<file path="config.mk">
export PLATFORM = sky130hd
export DESIGN_NAME = fetch_unit
export DESIGN_NICKNAME = d
export VERILOG_FILES = /design/src/rtl/fetch_unit.sv
export SDC_FILE = /design/constraint.sdc
export NUM_CORES = 1
export LEC_CHECK = 0
export ABC_AREA = 0
export ABC_CLOCK_PERIOD_IN_PS = 1190
export CORE_ASPECT_RATIO = 1.5
export CORE_MARGIN = 5
export CORE_UTILIZATION = 39
export CTS_CLUSTER_SIZE = 14
export DETAILED_ROUTE_END_ITERATION = 8
export GPL_TIMING_DRIVEN = 0
export MAX_ROUTING_LAYER = met4
export PLACE_DENSITY_LB_ADDON = 0.2
export SLEW_MARGIN = 20
export SYNTH_ARGS = -nofsm -noshare
export SYNTH_HDL_FRONTEND = slang
export SYNTH_SLANG_ARGS = --single-unit
</file>
<file path="constraint.sdc">
create_clock -name clk -period 1.19 [get_ports clk]
set_input_delay 0.1785 -clock clk [delete_from_list [all_inputs] [get_ports clk]]
set_output_delay 0.1785 -clock clk [all_outputs]
set_load 0.02 [all_outputs]
</file>
<file path="src/rtl/fetch_unit.sv">
// -----------------------------------------------------------------------------
// fetch_unit
//
// Instruction fetch stage. Owns the program counter, drives the ROM address
// combinationally from it, and registers the returned instruction into a
// single fetch/decode pipeline register that is offered downstream over a
// valid/ready handshake. Supports PC redirect with flush, and an optional
// halt-at-end mode.
//
// Ports
//   clk             in   clock, all state updates on the rising edge
//   rst             in   synchronous active-high reset
//   enable          in   fetch permitted when high
//   rom_addr        out  [ADDR_W-1:0] address to program_rom (== pc)
//   rom_data        in   [DATA_W-1:0] same-cycle instruction from program_rom
//   redirect_valid  in   load redirect_addr into pc this cycle, flush output
//   redirect_addr   in   [ADDR_W-1:0] redirect target
//   out_instr       out  [DATA_W-1:0] registered instruction to decode
//   out_pc          out  [ADDR_W-1:0] address out_instr was fetched from
//   out_valid       out  out_instr/out_pc hold a live instruction
//   out_ready       in   decoder accepts the instruction this cycle
//   halted          out  high while the FSM is in HALT (FSM state view)
//
// Handshake: an instruction transfers on any rising edge where
// out_valid & out_ready. While out_valid is high and out_ready is low,
// out_instr, out_pc and out_valid are held stable and pc does not advance.
// out_valid never depends combinationally on out_ready.
// -----------------------------------------------------------------------------
module fetch_unit #(
    parameter int ADDR_W      = 3,
    parameter int DATA_W      = 32,
    parameter int HALT_AT_END = 0
) (
    input  logic              clk,
    input  logic              rst,
    input  logic              enable,
    output logic [ADDR_W-1:0] rom_addr,
    input  logic [DATA_W-1:0] rom_data,
    input  logic              redirect_valid,
    input  logic [ADDR_W-1:0] redirect_addr,
    output logic [DATA_W-1:0] out_instr,
    output logic [ADDR_W-1:0] out_pc,
    output logic              out_valid,
    input  logic              out_ready,
    output logic              halted
);

    typedef enum logic [0:0] {
        ST_RUN  = 1'b0,
        ST_HALT = 1'b1
    } state_e;

    localparam logic [ADDR_W-1:0] PC_MAX = '1;

    state_e            state_q, state_d;
    logic [ADDR_W-1:0] pc_q, pc_d;
    logic [DATA_W-1:0] instr_q, instr_d;
    logic [ADDR_W-1:0] out_pc_q, out_pc_d;
    logic              valid_q, valid_d;

    logic take;
    logic can_load;
    logic halt_on_load;

    assign take     = valid_q & out_ready;
    // The register may be refilled when it is empty or being emptied this edge.
    assign can_load = (state_q == ST_RUN) & enable & (~valid_q | out_ready);
    // In halt-at-end mode the fetch of the last address parks the PC there.
    assign halt_on_load = (HALT_AT_END != 0) && (pc_q == PC_MAX);

    always_comb begin
        state_d  = state_q;
        pc_d     = pc_q;
        instr_d  = instr_q;
        out_pc_d = out_pc_q;
        valid_d  = valid_q;

        if (redirect_valid) begin
            // Flush: anything held (or being accepted) is dropped, and the ROM
            // word addressed by the old pc this cycle is not captured.
            pc_d    = redirect_addr;
            valid_d = 1'b0;
            state_d = ST_RUN;
        end else if (can_load) begin
            instr_d  = rom_data;
            out_pc_d = pc_q;
            valid_d  = 1'b1;
            if (halt_on_load) begin
                state_d = ST_HALT;
            end else begin
                pc_d = pc_q + 1'b1; // modulo 2**ADDR_W
            end
        end else if (take) begin
            valid_d = 1'b0;
        end
    end

    always_ff @(posedge clk) begin
        if (rst) begin
            state_q  <= ST_RUN;
            pc_q     <= '0;
            instr_q  <= '0;
            out_pc_q <= '0;
            valid_q  <= 1'b0;
        end else begin
            state_q  <= state_d;
            pc_q     <= pc_d;
            instr_q  <= instr_d;
            out_pc_q <= out_pc_d;
            valid_q  <= valid_d;
        end
    end

    assign rom_addr  = pc_q;
    assign out_instr = instr_q;
    assign out_pc    = out_pc_q;
    assign out_valid = valid_q;
    assign halted    = (state_q == ST_HALT);

endmodule

</file>
==> results.yml <==
outcome:
  status: "complete, no violations"
synth:
  yosysSeqAreaShare_pct: 49.7
  syn_inst: 187
  synth_top_area_share_pct: 49.7
  yosys.area.top_type: "dfxtp_1"
  async_flop_share_pct: 0
  ys_ff_latch: 39
  yosysMostFrequentCell: "dfxtp_1"
  ys_warn_count: 0
  synthesis.area_sq_mm: 0.00157
  synth.avg_cell_area_sq_um: 8.40
  synth-edff-count: 0
  ys.flop_type: "dfxtp_1"
  ys_top_cells_by_count: "dfxtp_1 (39), a21oi_1 (36), nand3_1 (35)"
  synth_area_leaders: "dfxtp_1 (50%), a21oi_1 (11%), nand3_1 (11%)"
  synth.distinct_cells: 26
  syn_nets: 228
route:
  via_count: 1650
  finalWirelength_um: 4550
  drt-initial-drc-count: 51
  ant_nets: 0
  viasPerCell: 5.19
  firstDrtPassIters: 4
  wl_per_cell_um: 14.3
  route.detailed.drc: 0
power:
  powerDensity_mw_per_mm2: 1100
  irDropWorstVdd_mv: 0.954
  leakage_nw: 1.07
final_layout:
  regArea_sq_um: 783
  final_net_count: 313
  multi_input_area_sq_um: 676
  final_area_sq_mm: 0.00252
  antenna-diode-count: 0
  drive_gt1_share_pct: 13.6
  area_growth_pct: 60.3
  nFillCells: 366
  fin_cells: 318
worst_setup_path:
  crit_start: "out_valid"
  path_delay_family: "flip-flops"
  crit_end: "out_valid"
  cp.depth: 1
  worstPathRequired_ns: 1.01
  critPathBufInv: 1
  cp-start-kind: "flop"
  endpoint_kind: "output pin"
  path_max_fanout: 3
  critPathKind: "reg2out"
  rr_startpoint: "out_valid"
  r2r_cells: 5
  path_cells: "dlygate4sd2_1"
  arrival_ns: 1.01
  r2r_slack_ns: 0.01
  r2r-end: "out_instr[13]"
  cpMaxStageDelayCell: "dfxtp_2"
  critPathMaxStageDelay_ns: 0.37
floorplan:
  initial_core_util_pct: 40.1
  die_area_sq_mm: 0.00543
  fp-row-count: 28
  ios: 80
  core_area_sq_mm: 0.00392
  die_h_um: 87.7
  fp.dieW_um: 61.8
cts:
  cts_tree: "done"
  clock-sinks: 39
  numCtsBuffers: 5
  clkTransAtPathRegs_ns: 0.07
  clk_latency_ns: 0.29
  root_buffer: "clkbuf_8"
  cts_max_level: 2
  postCtsHoldBufs: 0
  clockBufferDepth: 2
global_routing:
  first_global_vias: 1646
  grt-ovfl-total: 0
  grt_use_total_pct: 18.4
  grt_pass1_wl_um: 7290
  grt_max_degree: 13
  antenna_found_initial: 0
sta:
  slew_viol_final: 0
  min_period_over_period_pct: 99.9
  setup_tns_ns: 0
  rsz0062_at_grt: "yes"
  hold_viol: 0
  min_period_ns: 1.19
  fmax_ghz: 0.841
  fin_skew_ns: 0.00625
  setup_viol: 0
placed_design:
  port_buffers: 77
  place_area_sq_mm: 0.00240
  placed_cells: 309
  gp_congestion: 0.743
  hpwl_um: 3360
job:
  cap_viol_max_count: 0
min_path:
  hold_path.class: "in2reg"
-- final cells by class --
type	instances	share of cell area, %
sequential	39	31.1
clock inverter	2	0.497
tap	45	2.24
clock buffer	6	2.88
timing repair buffer	78	29.4
buffer	21	6.51
inverter	4	0.596
multi-input combinational	123	26.8
-- flip-flops by register name (all words and copies together) (netlist names) --
name       count
out_valid      1
out_instr     32
rom_addr       3
out_pc         3
-- through the flow --
stage	total power, W	hold WS, ns	worst slack, ns	util (%)
after floorplan	0.00168	0.326	0.0192	-
after global placement	0.00198	0.421	-0.497	61.2
after detailed placement	0.00198	0.420	-0.535	61.2
after CTS	0.00280	0.110	0.00295	63.0
after global routing	0.00294	0.120	-0.0489	64.2
final	0.00278	0.120	0.00125	64.2
-- power by group --
| part | internal, W | total, W | switching [W] |
|---|---|---|---|
| Sequential | 0.00137 | 0.00140 | 0.0000321 |
| Combinational | 0.000265 | 0.000525 | 0.000260 |
| Clock | 0.000409 | 0.000853 | 0.000444 |
| Total | 0.00204 | 0.00278 | 0.000737 |
-- worst min-delay path by stage --
stage                         startpoint      endpoint  slack (ns)  cells after the start
final                     redirect_valid     out_valid        0.12                      2
after global routing      redirect_valid     out_valid        0.12                      2
after CTS                 redirect_valid     out_valid        0.11                      2
after detailed placement  redirect_valid     out_valid        0.42                      2
after global placement    redirect_valid     out_valid        0.42                      2
after floorplan              rom_data[0]  out_instr[0]        0.33                      2
-- repair_timing --
item / in CTS / in global routing
gates resized for setup: 56 / 32
setup buffers: 1 / 0
pin swaps: 0 / 2
setup endpoints to repair: 72 / 42
hold endpoints to repair: 0 / 0
-- cell usage in the layout (no fill, tap or decap), drive strengths merged, types with 2 or more instances in the layout --
cell / count
dlygate4sd2: 31
dfxtp: 39
clkdlybuf4s50: 36
buf: 14
nand2b: 2
o21ai: 37
clkdlybuf4s15: 8
nand3: 35
clkbuf: 15
inv: 4
a21oi: 36
-- kinds of logic after synthesis --
group | Yosys count | share of synthesized area [%]
compound gates | 78 | 25.9
simple gates | 43 | 14.7
flops | 39 | 49.7
buf+inv | 25 | 8.68
fa+ha+maj | 1 | 0.796
other cells | 1 | 0.239
-- metal layers --
metal / global-route usage, % / routed length (um) / vias to the layer above
met2: 30.8 / 2280 / 59
met3: 6.49 / 425 / 9
met5: - / 0 / -
li1: - / - / 832
met1: 18.9 / 1750 / 750
met4: 7.72 / 100 / 0
Note: power is estimated with default switching activity, not from simulation.
